$ cat config.mk
export PLATFORM = sky130hd
export DESIGN_NAME = adc_frame_sequencer_flat
export DESIGN_NICKNAME = d
export VERILOG_FILES = /design/src/rtl/adc_frame_sequencer_if.sv /design/src/rtl/adc_frame_sequencer.sv /design/src/flat_wrapper.sv
export SDC_FILE = /design/constraint.sdc
export NUM_CORES = 1
export LEC_CHECK = 0
export ABC_AREA = 0
export ABC_CLOCK_PERIOD_IN_PS = 8300
export CORE_ASPECT_RATIO = 0.8
export CORE_MARGIN = 5
export CORE_UTILIZATION = 54
export CTS_CLUSTER_DIAMETER = 60
export DETAILED_ROUTE_END_ITERATION = 10
export GPL_ROUTABILITY_DRIVEN = 0
export PLACE_DENSITY = 0.89
export SLEW_MARGIN = 30
export SYNTH_ARGS = -nofsm -noshare
export SYNTH_HDL_FRONTEND = slang
export SYNTH_SLANG_ARGS = --single-unit
$ cat constraint.sdc
create_clock -name i_Clk -period 8.3 [get_ports i_Clk]
set_input_delay 0.83 -clock i_Clk [delete_from_list [all_inputs] [get_ports i_Clk]]
set_output_delay 0.83 -clock i_Clk [all_outputs]
set_load 0.05 [all_outputs]
$ cat src/rtl/adc_frame_sequencer_if.sv
// adc_frame_sequencer_if: control, ADC serial pins and tagged-sample output of the frame sequencer.
interface adc_frame_sequencer_if;
    logic        i_Enable;
    logic [7:0]  i_Chan_Mask;
    logic        o_ADC_CS_N;
    logic        o_ADC_SCLK;
    logic        o_ADC_DIN;
    logic        i_ADC_DOUT;
    logic [11:0] o_Sample;
    logic [2:0]  o_Chan;
    logic        o_Sample_DV;
    logic        o_Busy;

    modport master (
        input  i_Enable, i_Chan_Mask, i_ADC_DOUT,
        output o_ADC_CS_N, o_ADC_SCLK, o_ADC_DIN, o_Sample, o_Chan, o_Sample_DV, o_Busy
    );

    modport slave (
        output i_Enable, i_Chan_Mask, i_ADC_DOUT,
        input  o_ADC_CS_N, o_ADC_SCLK, o_ADC_DIN, o_Sample, o_Chan, o_Sample_DV, o_Busy
    );
endinterface

$ cat src/rtl/adc_frame_sequencer.sv
// adc_frame_sequencer: ADC128S022 SPI frame master scanning masked channels round-robin.
module adc_frame_sequencer #(
    parameter int CLKS_PER_HALF_BIT = 8,
    parameter int GAP_CLKS          = 16
) (
    input logic                   i_Clk,
    input logic                   i_Rst_L,
    adc_frame_sequencer_if.master io_Bus
);
    localparam int MAXC = (CLKS_PER_HALF_BIT > GAP_CLKS) ? CLKS_PER_HALF_BIT : GAP_CLKS;
    localparam int CW   = $clog2(MAXC + 1);

    typedef enum logic [2:0] {IDLE, SETUP, LOW, HIGH, HOLD, GAP} state_t;

    state_t        r_state, w_next;
    logic [CW-1:0] r_cnt;
    logic          w_last;
    logic [3:0]    r_bit, w_bit;
    logic [2:0]    r_cur, r_prev, w_next_addr, r_chan;
    logic [7:0]    w_mask;
    logic [15:0]   w_word;
    logic [11:0]   r_shift, r_sample;
    logic          r_cs_n, r_sclk, r_din, r_dv, r_primed;

    assign io_Bus.o_ADC_CS_N  = r_cs_n;
    assign io_Bus.o_ADC_SCLK  = r_sclk;
    assign io_Bus.o_ADC_DIN   = r_din;
    assign io_Bus.o_Sample    = r_sample;
    assign io_Bus.o_Chan      = r_chan;
    assign io_Bus.o_Sample_DV = r_dv;
    assign io_Bus.o_Busy      = r_state != IDLE;

    always_comb begin
        w_mask      = (io_Bus.i_Chan_Mask == 8'h00) ? 8'h01 : io_Bus.i_Chan_Mask;
        w_next_addr = r_cur;
        // descending walk so the nearest set bit above r_cur wins
        for (int i = 7; i >= 1; i--)
            if (w_mask[r_cur + 3'(i)]) w_next_addr = r_cur + 3'(i);
        w_word = {2'b00, r_cur, 11'b0};
        w_bit  = (r_state == SETUP) ? 4'd0 : r_bit + 4'd1;
        w_last = r_cnt == ((r_state == GAP) ? CW'(GAP_CLKS - 1) : CW'(CLKS_PER_HALF_BIT - 1));
        w_next = r_state;
        case (r_state)
            IDLE:    w_next = io_Bus.i_Enable ? SETUP : IDLE;
            SETUP:   w_next = w_last ? LOW : SETUP;
            LOW:     w_next = w_last ? HIGH : LOW;
            HIGH:    w_next = w_last ? ((r_bit == 4'd15) ? HOLD : LOW) : HIGH;
            HOLD:    w_next = w_last ? GAP : HOLD;
            GAP:     w_next = w_last ? (io_Bus.i_Enable ? SETUP : IDLE) : GAP;
            default: w_next = IDLE;
        endcase
    end

    always_ff @(posedge i_Clk) begin
        if (!i_Rst_L) r_state <= IDLE;
        else          r_state <= w_next;
    end

    always_ff @(posedge i_Clk) begin
        if (!i_Rst_L) begin
            r_cnt    <= '0;
            r_bit    <= '0;
            r_cur    <= '0;
            r_prev   <= '0;
            r_shift  <= '0;
            r_sample <= '0;
            r_chan   <= '0;
            r_cs_n   <= 1'b1;
            r_sclk   <= 1'b1;
            r_din    <= 1'b0;
            r_dv     <= 1'b0;
            r_primed <= 1'b0;
        end else begin
            r_dv  <= 1'b0;
            r_cnt <= (w_next != r_state || r_state == IDLE) ? '0 : r_cnt + 1'b1;
            if (w_next != r_state) begin
                case (w_next)
                    SETUP: begin
                        r_prev <= r_cur;
                        r_cur  <= w_next_addr;
                        r_cs_n <= 1'b0;
                        r_sclk <= 1'b1;
                        r_din  <= 1'b0;
                    end
                    LOW: begin
                        r_sclk <= 1'b0;
                        r_bit  <= w_bit;
                        r_din  <= w_word[~w_bit];
                    end
                    HIGH: begin
                        r_sclk  <= 1'b1;
                        r_shift <= {r_shift[10:0], io_Bus.i_ADC_DOUT};
                    end
                    GAP: begin
                        r_cs_n   <= 1'b1;
                        r_din    <= 1'b0;
                        r_primed <= 1'b1;
                        r_dv     <= r_primed;
                        if (r_primed) begin
                            r_sample <= r_shift;
                            r_chan   <= r_prev;
                        end
                    end
                    IDLE:    r_primed <= 1'b0;
                    default: ;
                endcase
            end
        end
    end
endmodule

$ cat src/flat_wrapper.sv
// flat-port wrapper written by rule: the top's interface ports become plain ports
module adc_frame_sequencer_flat 
#(
    parameter int CLKS_PER_HALF_BIT = 8,
    parameter int GAP_CLKS          = 16
)
  (i_Clk, i_Rst_L, io_Bus_i_Enable, io_Bus_i_Chan_Mask, io_Bus_i_ADC_DOUT, io_Bus_o_ADC_CS_N, io_Bus_o_ADC_SCLK, io_Bus_o_ADC_DIN, io_Bus_o_Sample, io_Bus_o_Chan, io_Bus_o_Sample_DV, io_Bus_o_Busy);
  adc_frame_sequencer_if io_Bus_i ();
  input logic i_Clk;
  input logic i_Rst_L;
  input wire logic [$bits(io_Bus_i.i_Enable)-1:0] io_Bus_i_Enable;
  input wire logic [$bits(io_Bus_i.i_Chan_Mask)-1:0] io_Bus_i_Chan_Mask;
  input wire logic [$bits(io_Bus_i.i_ADC_DOUT)-1:0] io_Bus_i_ADC_DOUT;
  output wire logic [$bits(io_Bus_i.o_ADC_CS_N)-1:0] io_Bus_o_ADC_CS_N;
  output wire logic [$bits(io_Bus_i.o_ADC_SCLK)-1:0] io_Bus_o_ADC_SCLK;
  output wire logic [$bits(io_Bus_i.o_ADC_DIN)-1:0] io_Bus_o_ADC_DIN;
  output wire logic [$bits(io_Bus_i.o_Sample)-1:0] io_Bus_o_Sample;
  output wire logic [$bits(io_Bus_i.o_Chan)-1:0] io_Bus_o_Chan;
  output wire logic [$bits(io_Bus_i.o_Sample_DV)-1:0] io_Bus_o_Sample_DV;
  output wire logic [$bits(io_Bus_i.o_Busy)-1:0] io_Bus_o_Busy;
  assign io_Bus_i.i_Enable = io_Bus_i_Enable;
  assign io_Bus_i.i_Chan_Mask = io_Bus_i_Chan_Mask;
  assign io_Bus_i.i_ADC_DOUT = io_Bus_i_ADC_DOUT;
  assign io_Bus_o_ADC_CS_N = io_Bus_i.o_ADC_CS_N;
  assign io_Bus_o_ADC_SCLK = io_Bus_i.o_ADC_SCLK;
  assign io_Bus_o_ADC_DIN = io_Bus_i.o_ADC_DIN;
  assign io_Bus_o_Sample = io_Bus_i.o_Sample;
  assign io_Bus_o_Chan = io_Bus_i.o_Chan;
  assign io_Bus_o_Sample_DV = io_Bus_i.o_Sample_DV;
  assign io_Bus_o_Busy = io_Bus_i.o_Busy;
  adc_frame_sequencer #(.CLKS_PER_HALF_BIT(CLKS_PER_HALF_BIT), .GAP_CLKS(GAP_CLKS)) u_core (.i_Clk(i_Clk), .i_Rst_L(i_Rst_L), .io_Bus(io_Bus_i));
endmodule
==> metrics.yaml, run 1 <==
outcome: "complete, no violations"
drv_slew: 0
worstSetupPathType: "reg -> reg"
vias: 2553
finalSetupViolCount: 0
syn_nets: 336
grt_max_degree: 33
clock_sinks: 50
hold_viol_final: 0
initial_core_util: 0.564
final_nets: 360
post-synth-top-count-cell: "dfxtp_1"
place_hpwl_um: 4660
startpoint_type: "flip-flop"
cp_max_fo: 13
io_pins: 32
placement_rows: 23
place_inst: 399
synth_area_um2: 2880
wl_met2_um: 3000
grt_pass1_wl_um: 10800
grt-ovfl-total: 0
hold_class: "reg -> reg"
crit_required_ns: 8.50
synthArstFlopShare: 0
clk_latency_ns: 0.31
n_antenna_cell: 0
power_density_nw_per_um2: 248
min_from: "u_core.r_cnt[0]"
tightest_slew_ns: 0.851
finalPower_mw: 0.812
port_buffers: 31
ir_drop_v: 0.000148
yosys_warnings: 0
synthToLayoutAreaGrowth_pct: 13.8
drt_pass1_iterations: 5
ys_top_cells_by_count: "50 x dfxtp_1, 46 x nor2_1, 34 x mux2i_1"
antenna_left: 0
grtUsageTotal: 0.194
reg2reg_depth: 8
setup-tns-final_ns: 0
min_to: "u_core.r_cnt[0]"
rsz0062_at_grt: "no"
grt_pass1_vias: 2323
min_period_ns: 3.65
reg2reg_slack_ns: 4.65
wl_met3_um: 435
hold_path_depth: 1
fin_util: 0.643
dieArea_um2: 6890
slew_headroom: 0.431
synth_edf_count: 0
viasPerCell: 6.27
synth_top_area_frac: 0.348
die_x_um: 91.6
antenna_found_initial: 0
routed_wl_um: 6590
drc: 0
clock.fmax_mhz: 274
clock_path_buffers: 2
core_area_um2: 5090
drive_gt1_frac: 0.101
leakagePower_nw: 1.22
cp.arrival_ns: 3.85
cts_root_buffer: "clkbuf_8"
highest_layer: "met4"
clock_skew_ns: 0.00936
cts_max_level: 2
cts_tree: "yes"
die_y_um: 75.3
max_cap_viol_count: 0
synth_area_leaders: "dfxtp_1 35%, mux2i_1 12%, nor2_1 6.0%"
cts-resized-gates: 0
cts_made_buffers: 5
synthDistinctLibCells: 68
syn_area_per_cell_um2: 8.99
routedWlPerCell_um: 16.2
syn_inst: 320
path_clk_slew_ns: 0.09
ys_ff_latch: 50
cts_setup_buffers: 0
synth_ff_type: "dfxtp_1"
fin_cells: 407
holdWs_ns: 0.465
ys_seq_area_frac: 0.348
holdBufCountCts: 0
r2r_start: "u_core.r_cur[1]"
period_share: 0.440
yosys.area.top_type: "dfxtp_1"
wl_met1_um: 3020
end_kind: "flip-flop"
r2r_end: "u_core.r_cur[0]"
first_iter_violations: 347
==> stage by stage <==
stage          setup slack, ns  instance area [µm²]
4_1_cts                   4.74                 3270
5_1_grt                   4.47                 3270
6_report                  4.65                 3270
3_3_place_gp              4.84                 3170
3_5_place_dp              4.76                 3170
2_1_floorplan             5.42                 2880
==> cells in the final DEF (no fill, tap or decap), drive strengths merged, types with 5 or more instances in the layout <==
master | Yosys | routed
xnor2 | 6 | 6
inv | 9 | 10
mux2 | 5 | 5
nor3 | 5 | 5
mux2i | 34 | 34
nand3 | 9 | 9
o21ai | 13 | 13
clkbuf | 12 | 6
nor2 | 47 | 47
clkdlybuf4s50 | 0 | 31
nor2b | 5 | 5
nand2 | 10 | 10
dfxtp | 50 | 50
a21oi | 30 | 30
==> where the power goes <==
part           switching, mW  internal [mW]
Combinational          0.211          0.163
Clock                 0.0855         0.0687
Sequential            0.0355          0.249
Total                  0.332          0.481
==> metal layers <==
layer | vias up | track usage
li1 | 1211 | -
met1 | 1217 | 0.259
met2 | 103 | 0.314
met3 | 22 | 0.0420
met4 | 0 | 0.0669
met5 | - | 0
==> final cells by class <==
type / instances / area, µm²
inverter: 11 / 41.3
clock buffer: 6 / 82.6
timing repair buffer: 33 / 325
fill: 408 / 1820
tap: 62 / 77.6
clock inverter: 2 / 16.3
multi-input combinational: 243 / 1730
sequential: 50 / 1000
==> worst max-delay path: stages, from the launching register on <==
cell      delay (ns)
dfxtp_1         0.65
clkinv_1        0.40
ha_1            0.62
mux4_2          0.42
a22o_1          0.27
or4b_4          0.58
o31ai_4         0.36
or3_2           0.18
a21oi_1         0.06
==> worst max path at each step <==
stage / to / cells past startpoint / startpoint / slack (ns)
global placement: u_core.r_cur[0] / 8 / io_Bus_i_Chan_Mask[7] / 4.84
finish: u_core.r_cur[0] / 8 / u_core.r_cur[1] / 4.65
CTS: u_core.r_cur[0] / 8 / u_core.r_cur[1] / 4.74
global route: u_core.r_cur[0] / 8 / u_core.r_cur[1] / 4.47
detailed placement: u_core.r_cur[0] / 8 / u_core.r_cur[1] / 4.76
floorplan: u_core.io_Bus.o_Chan[1] / 8 / io_Bus_i_Enable / 5.42
==> cells by family after synthesis <==
group                    after synthesis  synth area share
XOR/XNOR                              10            0.0305
buffers and inverters                 27            0.0535
adder cells (fa/ha/maj)                4            0.0174
AO/OA/AOI/OAI                         78             0.176
multiplexers                          43             0.172
flip-flops                            50             0.348
AND/OR/NAND/NOR                      108             0.203
==> registers in the layout, indices dropped and copies added (netlist names), 3 cells and up <==
signal / flops
u_core.io_Bus.o_Chan: 3
u_core.r_prev: 3
u_core.r_cur: 3
u_core.r_shift: 12
u_core.r_state: 3
u_core.io_Bus.o_Sample: 12
u_core.r_cnt: 5
u_core.r_bit: 4
No activity file was read; power rests on OpenSTA's default activity.
==> inputs of run 2 (changes only) <==
--- a/config.mk
+++ b/config.mk
@@ -6,14 +6,14 @@
 export NUM_CORES = 1
 export LEC_CHECK = 0
 export ABC_AREA = 0
-export ABC_CLOCK_PERIOD_IN_PS = 8300
+export ABC_CLOCK_PERIOD_IN_PS = 2900
 export CORE_ASPECT_RATIO = 0.8
 export CORE_MARGIN = 5
-export CORE_UTILIZATION = 54
+export CORE_UTILIZATION = 51
 export CTS_CLUSTER_DIAMETER = 60
 export DETAILED_ROUTE_END_ITERATION = 10
 export GPL_ROUTABILITY_DRIVEN = 0
-export PLACE_DENSITY = 0.89
+export PLACE_DENSITY = 0.88
 export SLEW_MARGIN = 30
 export SYNTH_ARGS = -nofsm -noshare
 export SYNTH_HDL_FRONTEND = slang
==> constraint.sdc (replaced) <==
create_clock -name i_Clk -period 2.9 [get_ports i_Clk]
set_input_delay 0.29 -clock i_Clk [delete_from_list [all_inputs] [get_ports i_Clk]]
set_output_delay 0.29 -clock i_Clk [all_outputs]
set_load 0.05 [all_outputs]
==> metrics.yaml, run 2 (synthesized netlist as in run 1, its figures left out) <==
vias: 2514  # was 2553
first_iter_violations: 227  # was 347
rsz0062_at_grt: "no"  # unchanged
fin_util: 0.625  # was 0.643
outcome: "complete, no violations"  # unchanged
grt_pass1_wl_um: 10600  # was 10800 µm
clock.fmax_mhz: 367  # was 274 MHz
leakagePower_nw: 1.30  # was 1.22 nW
end_kind: "flip-flop"  # unchanged
initial_core_util: 0.526  # was 0.564
startpoint_type: "flip-flop"  # unchanged
path_clk_slew_ns: 0.09  # about the same
crit_buf_inv: 1  # unchanged
crit_family: "simple AND/OR/NAND/NOR gates"  # unchanged
dpl_cell_area_um2: 3310  # was 3170 µm²
finalSetupViolCount: 0  # unchanged
routed_wl_um: 6530  # was 6590 µm
wl_met2_um: 3020  # was 3000 µm
place_inst: 431  # was 399
holdWs_ns: 0.466  # was 0.465 ns
n_antenna_cell: 0  # unchanged
mostFrequentLayoutCells: "50 x dfxtp_1, 46 x nor2_1, 34 x mux2i_1, 31 x clkdlybuf4s50_1, 30 x a21oi_1"  # unchanged
slew_headroom: 0.394  # was 0.431
holdBufCountCts: 0  # unchanged
die_x_um: 93.9  # was 91.6 µm
drv_slew: 0  # unchanged
fin_cells: 439  # was 407
wl_met1_um: 3060  # was 3020 µm
power_density_nw_per_um2: 713  # was 248 nW/µm²
antenna_left: 0  # unchanged
grt_max_degree: 38  # was 33
place_hpwl_um: 4860  # was 4660 µm
wl_met3_um: 436  # was 435 µm
setup-tns-final_ns: 0  # unchanged
port_buffers: 31  # unchanged
drive_gt1_frac: 0.141  # was 0.101
grt_pass1_vias: 2265  # was 2323
worstSetupPathType: "reg -> reg"  # unchanged
antenna_found_initial: 0  # unchanged
viasPerCell: 5.73  # was 6.27
period_share: 0.939  # was 0.440
cts_root_buffer: "clkbuf_8"  # unchanged
hold_viol_final: 0  # unchanged
cp.arrival_ns: 2.95  # was 3.85 ns
tightest_slew_ns: 0.906  # was 0.851 ns
cts_made_buffers: 5  # unchanged
slowest_stage: "or4b_4"  # was dfxtp_1
highest_layer: "met4"  # unchanged
cts_tree: "yes"  # unchanged
min_period_ns: 2.72  # was 3.65 ns
final_area_um2: 3410  # was 3270 µm²
crit_required_ns: 3.13  # was 8.50 ns
cts-resized-gates: 0  # unchanged
cp_max_fo: 14  # was 13
synthToLayoutAreaGrowth_pct: 18.7  # was 13.8%
max_cap_viol_count: 0  # unchanged
path_cells: "buf_4 -> mux4_2 -> and2_1 -> a21o_2 -> or4b_4 -> o31ai_4 -> nor4_1 -> nor3_2"  # was clkinv_1 -> ha_1 -> mux4_2 -> a22o_1 -> or4b_4 -> o31ai_4 -> or3_2 -> a21oi_1
final_nets: 376  # was 360
grt-ovfl-total: 0  # unchanged
clock_skew_ns: 0.00291  # was 0.00936 ns
routedWlPerCell_um: 14.9  # was 16.2 µm
io_pins: 32  # unchanged
grtUsageTotal: 0.178  # was 0.194
dieArea_um2: 7250  # was 6890 µm²
core_area_um2: 5470  # was 5090 µm²
drt_pass1_iterations: 5  # unchanged
mostFrequentLayoutCell: "dfxtp_1"  # unchanged
cts_setup_buffers: 0  # unchanged
placement_rows: 24  # was 23
clk_latency_ns: 0.30  # was 0.31 ns
ir_drop_v: 0.000420  # was 0.000148 V
hold_class: "reg -> reg"  # unchanged
critPathMaxStageDelay_ns: 0.54  # was 0.65 ns
clock_sinks: 50  # unchanged
drc: 0  # unchanged
n_fill_cell: 458  # was 408
cts_max_level: 2  # unchanged
clock_path_buffers: 2  # unchanged
die_y_um: 77.2  # was 75.3 µm
run 2: changes by cell type in the layout (fill, tap and decap cells not counted):
cell / change
buf_4: +16
run 2: path summary, 6_finish.rpt:
kind              startpoint              end  slack, ns  cells past startpoint
max          u_core.r_cur[0]  u_core.r_cur[1]       0.18                      8
min          u_core.r_cnt[0]  u_core.r_cnt[0]       0.47                      1
max reg2reg  u_core.r_cur[0]  u_core.r_cur[1]       0.18                      8
min reg2reg  u_core.r_cnt[0]  u_core.r_cnt[0]       0.47                      1
run 2: layout make-up:
class,count,area (µm²),share of cell area
multi-input combinational,243,1730,0.507
clock inverter,2,16.3,0.00477
clock buffer,6,82.6,0.0242
timing repair buffer,49,445,0.130
sequential,50,1000,0.293
inverter,11,41.3,0.0121
tap,78,97.6,0.0286
run 2: report_power, final:
| group | switching, mW | leakage [nW] | internal (mW) |
|---|---|---|---|
| combinational | 0.691 | 0.849 | 0.579 |
| sequential | 0.0287 | 0.404 | 0.713 |
| clock | 0.224 | 0.0478 | 0.196 |
run 2: stage by stage:
step,power [mW],setup WS [ns]
3_5_place_dp,2.00,0.00830
4_1_cts,2.42,0.178
6_report,2.43,0.176
5_1_grt,2.59,0.0541
3_3_place_gp,1.97,0.0537
2_1_floorplan,1.69,0.0661
run 2: routing by layer:
layer | vias to the layer above | global-route usage
met1 | 1174 | 0.257
met5 | - | 0
li1 | 1249 | -
met2 | 88 | 0.276
met4 | 0 | 0.0317
met3 | 3 | 0.0362
run 2: worst reg2reg max path, delay by kind of cell, from the launching register on:
kind	cells	cell delay (ns)
compound gates	2	0.56
buf+inv	1	0.24
flops	1	0.36
mux	1	0.52
simple gates	4	0.99
==> inputs of run 3 (changes only) <==
--- a/config.mk
+++ b/config.mk
@@ -6,13 +6,14 @@
 export NUM_CORES = 1
 export LEC_CHECK = 0
 export ABC_AREA = 0
-export ABC_CLOCK_PERIOD_IN_PS = 2900
+export ABC_CLOCK_PERIOD_IN_PS = 2480
 export CORE_ASPECT_RATIO = 0.8
 export CORE_MARGIN = 5
 export CORE_UTILIZATION = 51
 export CTS_CLUSTER_DIAMETER = 60
 export DETAILED_ROUTE_END_ITERATION = 10
 export GPL_ROUTABILITY_DRIVEN = 0
+export HOLD_SLACK_MARGIN = 0.03
 export PLACE_DENSITY = 0.88
 export SLEW_MARGIN = 30
 export SYNTH_ARGS = -nofsm -noshare
==> constraint.sdc (replaced) <==
create_clock -name i_Clk -period 2.48 [get_ports i_Clk]
set_input_delay 0.248 -clock i_Clk [delete_from_list [all_inputs] [get_ports i_Clk]]
set_output_delay 0.248 -clock i_Clk [all_outputs]
set_load 0.05 [all_outputs]
==> metrics.yaml, run 3 (synthesized netlist as in run 1, its figures left out) <==
mostFrequentLayoutCell: "buf_4"  # was dfxtp_1
clock_skew_ns: 0.00956  # was 0.00291 ns
dieArea_um2: 7250  # unchanged
p_int_mw: 2.16  # was 1.49 mW
grt_max_degree: 38  # unchanged
ir_drop_v: 0.000538  # was 0.000420 V
power_frac_comb: 0.566  # was 0.522
seqPwrFrac: 0.260  # was 0.305
synthToLayoutAreaGrowth_pct: 30.8  # was 18.7%
crit_required_ns: 2.67  # was 3.13 ns
first_iter_violations: 337  # was 227
grtUsageMet3: 0.0479  # was 0.0362
hold_class: "reg -> reg"  # unchanged
io_pins: 32  # unchanged
die_x_um: 93.9  # unchanged
final_nets: 409  # was 376
core_area_um2: 5470  # unchanged
fin_cells: 472  # was 439
holdBufCountCts: 0  # unchanged
switchingPower_mw: 1.33  # was 0.944 mW
cp.arrival_ns: 2.91  # was 2.95 ns
min_period_ns: 2.72  # about the same
viasPerCell: 6.06  # was 5.73
cp_max_fo: 6  # was 14
drv_slew: 0  # unchanged
power_density_nw_per_um2: 927  # was 713 nW/µm²
rsz0062_at_grt: "yes"  # was no
setup-tns-final_ns: -0.662  # was 0 ns
port_buffers: 31  # unchanged
worstSetupPathType: "reg -> reg"  # unchanged
finalWorstSetupSlack_ns: -0.240  # was 0.176 ns
clock_sinks: 50  # unchanged
routed_wl_um: 8070  # was 6530 µm
antenna_left: 0  # unchanged
clk_latency_ns: 0.31  # was 0.30 ns
violations: "setup timing"
die_y_um: 77.2  # unchanged
clock_path_buffers: 2  # unchanged
top_usage_layer: "met2"  # unchanged
finalSetupViolCount: 3  # was 0
max_cap_viol_count: 0  # unchanged
crit_path_frequent_cell: "a21oi_1"
grt_pass1_vias: 2709  # was 2265
initial_core_util: 0.526  # unchanged
cts_max_level: 2  # unchanged
grt_use_met1: 0.281  # was 0.257
drive_gt1_frac: 0.244  # was 0.141
grt-ovfl-total: 0  # unchanged
place_hpwl_um: 5490  # was 4860 µm
hold_viol_final: 0  # unchanged
reg2reg_slack_ns: -0.24  # was 0.18 ns
place_inst: 460  # was 431
tightest_slew_ns: 0.691  # was 0.906 ns
grt_pass1_wl_um: 12600  # was 10600 µm
cts_made_buffers: 5  # unchanged
slowest_stage: "dfxtp_1"  # was or4b_4
cts_tree: "yes"  # unchanged
antenna_found_initial: 0  # unchanged
swShare: 0.380  # was 0.388
vias: 2860  # was 2514
outcome: "complete, but fails checks"  # was complete, no violations
grtUsageMet2: 0.348  # was 0.276
cts_root_buffer: "clkbuf_8"  # unchanged
slew_headroom: 0.536  # was 0.394
critPathMaxStageDelay_ns: 0.55  # was 0.54 ns
drt_pass1_iterations: 5  # unchanged
n_fill_cell: 396  # was 458
grtUsageTotal: 0.213  # was 0.178
startpoint_type: "flip-flop"  # unchanged
path_cells: "buf_4 -> xor2_1 -> a21oi_1 -> a22o_1 -> or4b_4 -> o31ai_4 -> or3_4 -> a21oi_1"  # was buf_4 -> mux4_2 -> and2_1 -> a21o_2 -> or4b_4 -> o31ai_4 -> nor4_1 -> nor3_2
leakagePower_nw: 1.49  # was 1.30 nW
n_antenna_cell: 0  # unchanged
clock.fmax_mhz: 368  # was 367 MHz
period_share: 1.10  # was 0.939
routedWlPerCell_um: 17.1  # was 14.9 µm
end_kind: "flip-flop"  # unchanged
placement_rows: 24  # unchanged
path_clk_slew_ns: 0.09  # about the same
clockPowerShare: 0.174  # was 0.173
drc: 0  # unchanged
mostFrequentLayoutCells: "49 x buf_4, 47 x dfxtp_1, 46 x nor2_1, 33 x mux2i_1, 31 x clkdlybuf4s50_1"  # was 50 x dfxtp_1, 46 x nor2_1, 34 x mux2i_1, 31 x clkdlybuf4s50_1, 30 x a21oi_1
[run 3: repair_timing]
action	in CTS	in global routing
setup endpoints to repair	3	20
buffers inserted	2	2
pin swaps	0	8
gates resized for setup	5	10
[run 3: path summary, 6_finish.rpt]
path                   start               to  cells after the start
max          u_core.r_cur[2]  u_core.r_cur[0]                      8
min          u_core.r_cnt[0]  u_core.r_cnt[0]                      1
max reg2reg  u_core.r_cur[2]  u_core.r_cur[0]                      8
min reg2reg  u_core.r_cnt[0]  u_core.r_cnt[0]                      1
[run 3: per-stage QoR]
| step | worst slack, ns | area (µm²) | hold slack [ns] | power, mW | util |
|---|---|---|---|---|---|
| floorplan | -0.151 | 2910 | 0.324 | 2.03 | - |
| global placement | -0.269 | 3570 | 0.427 | 2.63 | 0.653 |
| detailed placement | -0.347 | 3570 | 0.436 | 2.69 | 0.653 |
| CTS | -0.126 | 3720 | 0.451 | 3.35 | 0.681 |
| global route | -0.298 | 3760 | 0.471 | 3.64 | 0.688 |
| finish | -0.240 | 3760 | 0.452 | 3.49 | 0.688 |
[run 3: area by class of cell]
cell class	count	area, µm²	share of cell area
inverter	11	47.5	0.0126
sequential	50	1010	0.268
multi-input combinational	243	1780	0.473
clock buffer	6	82.6	0.0220
timing repair buffer	82	709	0.189
clock inverter	2	38.8	0.0103
tap	78	97.6	0.0259
[run 3: routing by layer]
layer | up-vias | part of all wire
li1 | 1318 | -
met1 | 1346 | 0.41
met2 | 168 | 0.47
met3 | 28 | 0.096
met4 | 0 | 0.020
met5 | - | 0
[run 3: power groups by stage]
stage / clock network, mW / logic (mW) / registers [mW]
5_1_grt: 0.646 / 2.08 / 0.913
3_3_place_gp: 0 / 1.70 / 0.923
2_1_floorplan: 0 / 1.15 / 0.878
4_1_cts: 0.612 / 1.83 / 0.902
3_5_place_dp: 0 / 1.76 / 0.926
6_report: 0.608 / 1.97 / 0.908
[run 3: worst max-delay path: cells and delay by family (launching register included)]
family,cells,cell delay [ns]
flip-flops,1,0.55
buffers and inverters,1,0.18
AO/OA/AOI/OAI,4,0.81
AND/OR/NAND/NOR,2,0.73
XOR/XNOR,1,0.34
